$ cat src/rtl/typedef_pkg.sv
// Shared types for the APB master/arbiter slice: bus word types, FSM encoding
// and the requester count.
package typedef_pkg;

    typedef logic [31:0] address_t;
    typedef logic [31:0] data_t;

    typedef enum logic [1:0] {
        IDLE   = 2'd0,
        SETUP  = 2'd1,
        ACCESS = 2'd2
    } apb_state_e;

    localparam int N_REQ = 2;

endpackage

$ cat src/rtl/sys_if.sv
// Two-slave APB peripheral bus (WDT on psel_0, memory on psel_1).
// wait_time is slave-side configuration and is never driven by the master.
interface sys_if;
    import typedef_pkg::*;

    logic     psel_0;
    logic     psel_1;
    logic     penable;
    logic     pwrite;
    address_t paddr;
    data_t    pwdata;
    logic     pready_0;
    logic     pready_1;
    data_t    prdata_0;
    data_t    prdata_1;
    logic [7:0] wait_time;

    modport master (
        output psel_0, psel_1, penable, pwrite, paddr, pwdata,
        input  pready_0, pready_1, prdata_0, prdata_1
    );

    modport slave (
        input  psel_0, psel_1, penable, pwrite, paddr, pwdata, wait_time,
        output pready_0, pready_1, prdata_0, prdata_1
    );

endinterface

$ cat src/rtl/rr_arbiter.sv
// Two-way round-robin arbiter. Grant is combinational; the "last served"
// pointer moves only when a grant is actually issued.
module rr_arbiter
    import typedef_pkg::*;
(
    input  logic             clk,
    input  logic             rst_n,
    input  logic [N_REQ-1:0] req,
    input  logic             enable,
    output logic [N_REQ-1:0] grant,
    output logic             grant_id
);

    logic last_reg;

    // Reset value 1 means "requester 1 was served last", so 0 wins first.
    always_comb begin
        grant_id = 1'b0;
        if (req[0] && req[1]) begin
            grant_id = ~last_reg;
        end else begin
            grant_id = req[1];
        end
    end

    for (genvar gi = 0; gi < N_REQ; gi++) begin : g_grant
        assign grant[gi] = enable && req[gi] && (grant_id == 1'(gi));
    end

    always_ff @(posedge clk or negedge rst_n) begin
        if (!rst_n) begin
            last_reg <= 1'b1;
        end else if (|grant) begin
            last_reg <= grant_id;
        end
    end

endmodule

$ cat src/rtl/apb_master_arbiter.sv
// APB master shared by two requesters with round-robin arbitration.
// Optional ACCESS-phase timeout is enabled by defining APB_TIMEOUT_EN.
module apb_master_arbiter
    import typedef_pkg::*;
#(
    parameter int SEL_BIT        = 12,
    parameter int TIMEOUT_CYCLES = 16
) (
    input  logic             pclk,
    input  logic             presetn,
    input  logic [N_REQ-1:0] req_valid,
    output logic [N_REQ-1:0] req_ready,
    input  logic [N_REQ-1:0] req_write,
    input  address_t         req_addr  [N_REQ],
    input  data_t            req_wdata [N_REQ],
    output logic             rsp_valid,
    output logic             rsp_id,
    output data_t            rsp_rdata,
    output logic             rsp_err,
    sys_if.master            apb
);

    apb_state_e state_reg, state_next;

    address_t addr_reg;
    data_t    wdata_reg;
    logic     write_reg;
    logic     id_reg;

    logic     rsp_valid_reg;
    logic     rsp_id_reg;
    data_t    rsp_rdata_reg;

    logic [N_REQ-1:0] grant;
    logic             grant_id;
    logic             accept;
    logic             arb_enable;

    logic  sel_slave;
    logic  pready_sel;
    data_t prdata_sel;
    logic  done;
    logic  timeout;
    logic  psel_0_c, psel_1_c, penable_c;

    // Gate with presetn so nothing is accepted while reset is held.
    assign arb_enable = (state_reg == IDLE) && presetn;
    assign accept     = |grant;
    assign req_ready  = grant;

    rr_arbiter u_arb (
        .clk      (pclk),
        .rst_n    (presetn),
        .req      (req_valid),
        .enable   (arb_enable),
        .grant    (grant),
        .grant_id (grant_id)
    );

    assign sel_slave  = addr_reg[SEL_BIT];
    assign pready_sel = sel_slave ? apb.pready_1 : apb.pready_0;
    assign prdata_sel = sel_slave ? apb.prdata_1 : apb.prdata_0;

`ifdef APB_TIMEOUT_EN
    localparam int CNT_W = $clog2(TIMEOUT_CYCLES) + 1;

    logic [CNT_W-1:0] cnt_reg;
    logic             limit_hit;
    logic             rsp_err_reg;

    assign limit_hit = (cnt_reg == CNT_W'(TIMEOUT_CYCLES - 1));

    always_ff @(posedge pclk or negedge presetn) begin
        if (!presetn) begin
            cnt_reg     <= '0;
            rsp_err_reg <= 1'b0;
        end else begin
            if (state_reg == SETUP) begin
                cnt_reg <= '0;
            end else if (state_reg == ACCESS) begin
                cnt_reg <= cnt_reg + CNT_W'(1);
            end
            if (done || timeout) begin
                rsp_err_reg <= timeout;
            end
        end
    end

    assign rsp_err = rsp_err_reg;
`else
    assign rsp_err = 1'b0;
`endif

    always_comb begin
        state_next = state_reg;
        done       = 1'b0;
        timeout    = 1'b0;
        psel_0_c   = 1'b0;
        psel_1_c   = 1'b0;
        penable_c  = 1'b0;
        case (state_reg)
            IDLE: begin
                if (accept) begin
                    state_next = SETUP;
                end
            end
            SETUP: begin
                psel_0_c   = !sel_slave;
                psel_1_c   = sel_slave;
                state_next = ACCESS;
            end
            ACCESS: begin
                psel_0_c  = !sel_slave;
                psel_1_c  = sel_slave;
                penable_c = 1'b1;
                // A pready in the limit cycle takes priority over the timeout.
                if (pready_sel) begin
                    done       = 1'b1;
                    state_next = IDLE;
                end
`ifdef APB_TIMEOUT_EN
                else if (limit_hit) begin
                    timeout    = 1'b1;
                    state_next = IDLE;
                end
`endif
            end
            default: begin
                state_next = IDLE;
            end
        endcase
    end

    always_ff @(posedge pclk or negedge presetn) begin
        if (!presetn) begin
            state_reg     <= IDLE;
            addr_reg      <= '0;
            wdata_reg     <= '0;
            write_reg     <= 1'b0;
            id_reg        <= 1'b0;
            rsp_valid_reg <= 1'b0;
            rsp_id_reg    <= 1'b0;
            rsp_rdata_reg <= '0;
        end else begin
            state_reg <= state_next;
            if (accept) begin
                addr_reg  <= req_addr[grant_id];
                wdata_reg <= req_wdata[grant_id];
                write_reg <= req_write[grant_id];
                id_reg    <= grant_id;
            end
            rsp_valid_reg <= done || timeout;
            if (done || timeout) begin
                rsp_id_reg    <= id_reg;
                rsp_rdata_reg <= (done && !write_reg) ? prdata_sel : '0;
            end
        end
    end

    assign apb.psel_0  = psel_0_c;
    assign apb.psel_1  = psel_1_c;
    assign apb.penable = penable_c;
    assign apb.pwrite  = write_reg;
    assign apb.paddr   = addr_reg;
    assign apb.pwdata  = wdata_reg;

    assign rsp_valid = rsp_valid_reg;
    assign rsp_id    = rsp_id_reg;
    assign rsp_rdata = rsp_rdata_reg;

endmodule

$ cat src/flat_wrapper.sv
// flat-port wrapper written by rule: the top's interface ports become plain ports
module apb_master_arbiter_flat import typedef_pkg::*;
#(
    parameter int SEL_BIT        = 12,
    parameter int TIMEOUT_CYCLES = 16
)
  (pclk, presetn, req_valid, req_ready, req_write, req_addr, req_wdata, rsp_valid, rsp_id, rsp_rdata, rsp_err, apb_psel_0, apb_psel_1, apb_penable, apb_pwrite, apb_paddr, apb_pwdata, apb_pready_0, apb_pready_1, apb_prdata_0, apb_prdata_1);
  sys_if apb_i ();
  input  logic pclk;
  input  logic presetn;
  input  logic [N_REQ-1:0] req_valid;
  output logic [N_REQ-1:0] req_ready;
  input  logic [N_REQ-1:0] req_write;
  input  address_t req_addr[N_REQ];
  input  data_t req_wdata[N_REQ];
  output logic rsp_valid;
  output logic rsp_id;
  output data_t rsp_rdata;
  output logic rsp_err;
  output wire logic [$bits(apb_i.psel_0)-1:0] apb_psel_0;
  output wire logic [$bits(apb_i.psel_1)-1:0] apb_psel_1;
  output wire logic [$bits(apb_i.penable)-1:0] apb_penable;
  output wire logic [$bits(apb_i.pwrite)-1:0] apb_pwrite;
  output wire logic [$bits(apb_i.paddr)-1:0] apb_paddr;
  output wire logic [$bits(apb_i.pwdata)-1:0] apb_pwdata;
  input wire logic [$bits(apb_i.pready_0)-1:0] apb_pready_0;
  input wire logic [$bits(apb_i.pready_1)-1:0] apb_pready_1;
  input wire logic [$bits(apb_i.prdata_0)-1:0] apb_prdata_0;
  input wire logic [$bits(apb_i.prdata_1)-1:0] apb_prdata_1;
  assign apb_psel_0 = apb_i.psel_0;
  assign apb_psel_1 = apb_i.psel_1;
  assign apb_penable = apb_i.penable;
  assign apb_pwrite = apb_i.pwrite;
  assign apb_paddr = apb_i.paddr;
  assign apb_pwdata = apb_i.pwdata;
  assign apb_i.pready_0 = apb_pready_0;
  assign apb_i.pready_1 = apb_pready_1;
  assign apb_i.prdata_0 = apb_prdata_0;
  assign apb_i.prdata_1 = apb_prdata_1;
  apb_master_arbiter #(.SEL_BIT(SEL_BIT), .TIMEOUT_CYCLES(TIMEOUT_CYCLES)) u_core (.pclk(pclk), .presetn(presetn), .req_valid(req_valid), .req_ready(req_ready), .req_write(req_write), .req_addr(req_addr), .req_wdata(req_wdata), .rsp_valid(rsp_valid), .rsp_id(rsp_id), .rsp_rdata(rsp_rdata), .rsp_err(rsp_err), .apb(apb_i));
endmodule
$ cat config.mk
export PLATFORM = sky130hd
export DESIGN_NAME = apb_master_arbiter_flat
export DESIGN_NICKNAME = d
export VERILOG_FILES = /design/src/rtl/typedef_pkg.sv /design/src/rtl/sys_if.sv /design/src/rtl/rr_arbiter.sv /design/src/rtl/apb_master_arbiter.sv /design/src/flat_wrapper.sv
export SDC_FILE = /design/constraint.sdc
export NUM_CORES = 1
export LEC_CHECK = 0
export ABC_AREA = 1
export BUFFER_PORTS_ARGS = -buffer_cell sky130_fd_sc_hd__clkbuf_2
export CELL_PAD_IN_SITES_DETAIL_PLACEMENT = 0
export CELL_PAD_IN_SITES_GLOBAL_PLACEMENT = 1
export CORE_UTILIZATION = 29
export CTS_BUF_LIST = sky130_fd_sc_hd__clkbuf_8 sky130_fd_sc_hd__clkbuf_16
export DETAILED_ROUTE_END_ITERATION = 12
export GPL_TIMING_DRIVEN = 0
export PLACE_DENSITY = 0.86
export SYNTH_ARGS = -nofsm -noshare
export SYNTH_HDL_FRONTEND = slang
export SYNTH_SLANG_ARGS = --single-unit
$ cat constraint.sdc
create_clock -name pclk -period 1.9 [get_ports pclk]
set_input_delay 0.38 -clock pclk [delete_from_list [all_inputs] [get_ports pclk]]
set_output_delay 0.38 -clock pclk [all_outputs]
set_load 0.1 [all_outputs]
==> metrics, run 1 <==
gp weighted congestion 0.8067; status complete, but fails checks; Nets 1231; Worst Skew 0.009655 ns; CTS tree yes; DR DRC count 0; Setup Viol. Count Final 1; slew margin rel. 56.06%; most common cell after layout, fill and taps aside clkbuf_2; Arr. time, crit path 1.56 ns; Hold Path Class in2async; Area contributors post-synth dfrtp_1, nand2_1, o21ai_0, a21oi_1, inv_1; Worst-Skew Late Latency 0.35 ns; Ant. Diodes 0; HPWL Detailed 13.02 mm; minimum clock period 1.937 ns; FF+latch count, synth 103; Clock Path Buffers 2; DR vias 5431; drt total wl 16.98 mm; Reg2Reg Depth 9; Avg Cell Area, Syn 7.340 µm²; Crit Path Max Fanout 3; DR WL/cell 13.51 µm; Port Buf Inserts 303; Tcrit/Tclk final 101.9%; Fillers 1835; kind of critical path reg2out; first-pass GRT wire length 26.19 mm; Ports 305; Netlist Area Pre-Place 5167 µm²; Synth cell types 19; Num CTS Buffers 9; TritonRoute pass-1 iters 4; share of cells above drive strength 1 37.21%; Syn Nets 908; fmax 0.5163 GHz; max-cap violations 0; CP Data Required Time 1.52 ns; total grt overflow 0; pre-CTS setup slack -0.5968 ns; CTS root buf clkbuf_16; register area 2582 µm²; Post-Syn Instances 704; Starting Density 29.77%; Ys Warns 0; Tot GR Track Use 18.61%; Die ar. 18360 µm²; Core Region 17360 µm²; pins over their slew limit 0; antenna viol nets, final 0; Yosys top cell area share 49.39%; Chip Width 135.5 µm; clock sink count 103; worst-margin pin slew 0.6590 ns; vias in the first global route 5112; Initial DRC Count 166; Finished Core Util 43.22%; synth-to-layout area growth 45.16%; setup slack after layout -0.03686 ns; post-route cell area 7501 µm²; most frequent cells in the layout clkbuf_2, nand2_1, dfrtp_1, inv_1, o21ai_0; DR vias/cell 4.321; H-tree levels 3; Rows 48; area leader, netlist dfrtp_1; startpoint types register; failing checks hold timing, setup timing; initial antenna violation count 0; placed inst area 7004 µm²; sequential area share after synthesis 49.90%; overall die height 135.5 µm; CP endpoint kind primary output; worst hold slack -0.02856 ns; Hold Fails Final Rpt 6; largest net degree at the start of global routing 105; area of the multi-input gates 2116 µm²; Worst-path clk slew 0.08 ns; cts hold-fix bufs 0; unrepaired setup endpoints after global routing yes
-- worst max-delay path: stages (launching register included) --
cell,delay (ns)
dfrtp_1,0.40
inv_2,0.10
ha_4,0.16
nand2_4,0.05
inv_4,0.09
nand2_4,0.06
a21oi_4,0.12
clkbuf_16,0.21
-- metal layers --
metal | vias up | part of all wire, % | track usage (%)
met5 | - | 0 | 0
met4 | 0 | 1.4 | 5.306
met3 | 14 | 8.4 | 5.799
met2 | 222 | 48 | 31.51
met1 | 2389 | 43 | 22.63
li1 | 2806 | - | -
-- metrics by stage --
| stage | setup TNS, ns | instances | hold WS, ns |
|---|---|---|---|
| floorplan | 0 | 704 | 0.08441 |
| global placement | -250.95 | 1232 | 0.4602 |
| detailed placement | -34.84 | 1232 | 0.4653 |
| CTS | -0.1142 | 1252 | 0.01636 |
| global route | -0.2471 | 1257 | 0.02578 |
| finish | -0.03686 | 1257 | -0.02856 |
-- final cells by class --
type / count / share of cell area (%)
clock buffers: 10 / 3.186
well taps: 225 / 3.753
inverters: 73 / 3.770
plain buffers: 41 / 3.353
multi-input cells: 486 / 28.21
clock inverters: 6 / 1.001
repair buffers: 313 / 22.30
flip-flops and latches: 103 / 34.43
-- cells in the mapped netlist --
library cell	number
nand2_1	273
dfrtp_1	102
inv_1	72
o21ai_0	67
a21oi_1	65
nor2_1	65
buf_2	25
buf_6	7
clkbuf_1	7
nand3_1	5
ha_1	4
buf_4	3
nand2_2	3
conb_1	1
dfstp_2	1
inv_4	1
nand2_4	1
nand3_2	1
nor2_4	1
-- path summary, 6_finish.rpt --
kind | from | to | slack (ns)
worst max-delay path | u_core.state_reg[0] | req_ready[0] | -0.04
worst min-delay path | presetn | u_core.rsp_rdata[8] | -0.03
worst max register to register | u_core.state_reg[0] | u_core.apb.paddr[5] | 0.15
worst min register to register | u_core.u_arb.last_reg | u_core.u_arb.last_reg | 0.48
max in group asynchronous | presetn | u_core.apb.paddr[12] | 1.47
min in group pclk | req_wdata[10] | u_core.apb.pwdata[10] | 0.32
-- what timing repair did --
action	4_1_cts	5_1_grt
resized for setup	22	4
pin swaps	2	2
gates cloned	0	0
endpoints found under the setup margin	71	40
setup buffers	5	5
-- cells by family (layout without fill, tap and decap cells) --
logic type | Yosys count | in the layout | share of synthesized area [%]
simple gates | 349 | 349 | 26.03
buf+inv | 115 | 443 | 10.24
flops | 103 | 103 | 49.90
other cells | 1 | 1 | 0.07257
fa+ha+maj | 4 | 4 | 0.9686
compound gates | 132 | 132 | 12.78
Power of run 1 is not shown: default switching activity piles up to over one toggle a cycle in this logic, so the estimate is an artifact.
==> run 2: changes to the inputs <==
BUFFER_PORTS_ARGS = unset   (was -buffer_cell sky130_fd_sc_hd__clkbuf_2)
CORE_AREA = 2 2 118 120   (was unset)
CORE_UTILIZATION = unset   (was 29)
DIE_AREA = 0 0 120 122   (was unset)
DONT_BUFFER_PORTS = 1   (was unset)
PLACE_DENSITY = 0.8   (was 0.86)
==> run 2 against run 1 <==
Compared with the run above:
- the run still ends with hold timing, setup timing left
- clock skew down 0.0048 ns
- fmax down 7.1%
- via count down 15%
- register-to-register slack worse by 0.10 ns
- worst hold slack worse by 0.25 ns
- global-route usage up 1.7 points
- worst setup slack worse by 0.15 ns
- clock-buffer cell count up 2
- highest routed layer unchanged
- first-iteration DRC count up 12%
- final area down 19%
==> metrics, run 2 (same netlist as run 1, synthesis figures left out) <==
Crit Path Max Fanout 2 (-1); Reg2Reg Depth 11 (+2); most common cell after layout, fill and taps aside nand2_1; DR WL/cell 16.98 µm (+26%); CP Data Required Time 1.52 ns (about the same); failing checks hold timing, setup timing; initial antenna violation count 0 (unchanged); crit-path leading delay family compound AO/OA/AOI/OAI gates; antenna viol nets, final 0 (unchanged); Worst-path clk slew 0.07 ns (about the same); Worst Skew 0.004808 ns (-0.004848 ns); setup slack after layout -0.1854 ns (-0.1485 ns); status complete, but fails checks; Core Region 13500 µm² (-22%); Clock Path Buffers 2 (unchanged); synth-to-layout area growth 16.92%; clock sink count 103 (unchanged); CP max stage cell a21oi_4; fmax 0.4795 GHz (-7.1%); CTS root buf clkbuf_16; Worst Path Buf+Inv 2 (-1); Worst-Skew Late Latency 0.35 ns (about the same); startpoint types register; vias in the first global route 4390 (-14%); minimum clock period 2.085 ns (+0.1485 ns); Starting Density 38.27% (+8.5 points); Arr. time, crit path 1.71 ns (+0.15 ns); pins over their slew limit 0 (unchanged); unrepaired setup endpoints after global routing yes; drt total wl 15.59 mm (-8.2%); Hold Path Class in2async; max-cap violations 0 (unchanged); most frequent cells in the layout nand2_1, dfrtp_1, inv_1, o21ai_0; gp weighted congestion 0.8062 (about the same); overall die height 122 µm (-10%); critical-path cell list inv_2 > ha_4 > nand2_2 > inv_2 > nand2_4 > a21oi_4; placed inst area 5423 µm² (-23%); kind of critical path reg2out; Ant. Diodes 0 (unchanged); HPWL Detailed 11.61 mm (-11%); first-pass GRT wire length 23.10 mm (-12%); DR vias/cell 5.020 (+16%); slowest stage delay, CP 0.56 ns (+0.16 ns); post-route cell area 6042 µm² (-19%); H-tree levels 3 (unchanged); largest net degree at the start of global routing 105 (unchanged); worst hold slack -0.2808 ns (-0.2522 ns); Tot GR Track Use 20.31% (+1.7 points); Critical Path Source u_core.state_reg[0]; DR DRC count 0 (unchanged); Ports 305 (unchanged); Rows 43 (-10%); Initial DRC Count 186 (+12%); total grt overflow 0 (unchanged); Tcrit/Tclk final 109.8% (+7.8 points); TritonRoute pass-1 iters 4 (unchanged); Num CTS Buffers 9 (unchanged); Critical Path Stages 6 (-1); Setup Viol. Count Final 4 (+3); Hold Fails Final Rpt 103 (+97); slew margin rel. 29.88% (-26 points); worst-margin pin slew 1.052 ns (+0.3927 ns); CP endpoint kind primary output; share of cells above drive strength 1 14.77% (-22 points); CTS tree yes; DR vias 4608 (-15%); Chip Width 120 µm (-11%); Nets 937 (-24%); Die ar. 14640 µm² (-20%); Port Buf Inserts 0 (-100%); CP most frequent cell inv_2; reg2reg start u_core.apb.paddr[12]
run 2: changes by cell type in the layout (fill, tap and decap cells not counted), moves of 2 or more:
cell | previous run | this run
clkbuf_2 | 297 | 1
nand2_1 | 271 | 255
nand2_2 | 3 | 16
buf_4 | 13 | 20
buf_2 | 24 | 21
clkbuf_1 | 6 | 3
clkbuf_16 | 12 | 9
clkinv_4 | 0 | 3
inv_6 | 3 | 0
buf_12 | 0 | 2
inv_4 | 2 | 0
nand2_4 | 3 | 5
run 2: path summary, 6_finish.rpt:
path	to	slack (ns)
worst max-delay path	req_ready[0]	-0.19
worst min-delay path	u_core.rsp_valid	-0.28
worst max register to register	u_core.rsp_rdata[19]	0.05
worst min register to register	u_core.u_arb.last_reg	0.48
max in group asynchronous	u_core.u_arb.last_reg	1.97
min in group pclk	u_core.rsp_rdata[23]	0.23
run 2: layout make-up:
class,count,area (µm²)
inverter,73,294.0
timing repair buffer,21,178.9
clock buffer,12,266.5
buffer,39,275.3
tap,180,225.2
clock inverter,4,30.03
sequential,103,2582
fill,1378,7462
multi-input combinational,486,2190
run 2: timing repair:
item / CTS / global route
cloned: 0 / 3
pin swaps: 5 / 7
setup endpoints to repair: 14 / 101
setup buffers: 9 / 11
gates resized for setup: 18 / 38
endpoints found under the hold margin: 103 / 103
run 2: stage by stage:
step | TNS [ns] | worst slack [ns] | hold slack (ns) | instances | util (%)
after floorplan | 0 | 0.01754 | 0.08441 | 704 | -
after global placement | -0.1935 | -0.07985 | 0.08705 | 884 | 40.16
after detailed placement | -0.2920 | -0.08176 | 0.08767 | 884 | 40.16
after CTS | -0.7063 | -0.2178 | -0.2935 | 908 | 43.29
after global routing | -0.8525 | -0.2514 | -0.2984 | 918 | 44.74
final | -0.6044 | -0.1854 | -0.2808 | 918 | 44.74
run 2: routing by layer:
metal  GRT usage (%)  up-vias  share of wire (%)
li1                -     2217                  -
met1           22.86     2163                 38
met2           35.72      212                 51
met3           7.116       16                9.4
met4           7.059        0                1.6
met5               0        -                  0
Power of run 2 is left out for the same reason.
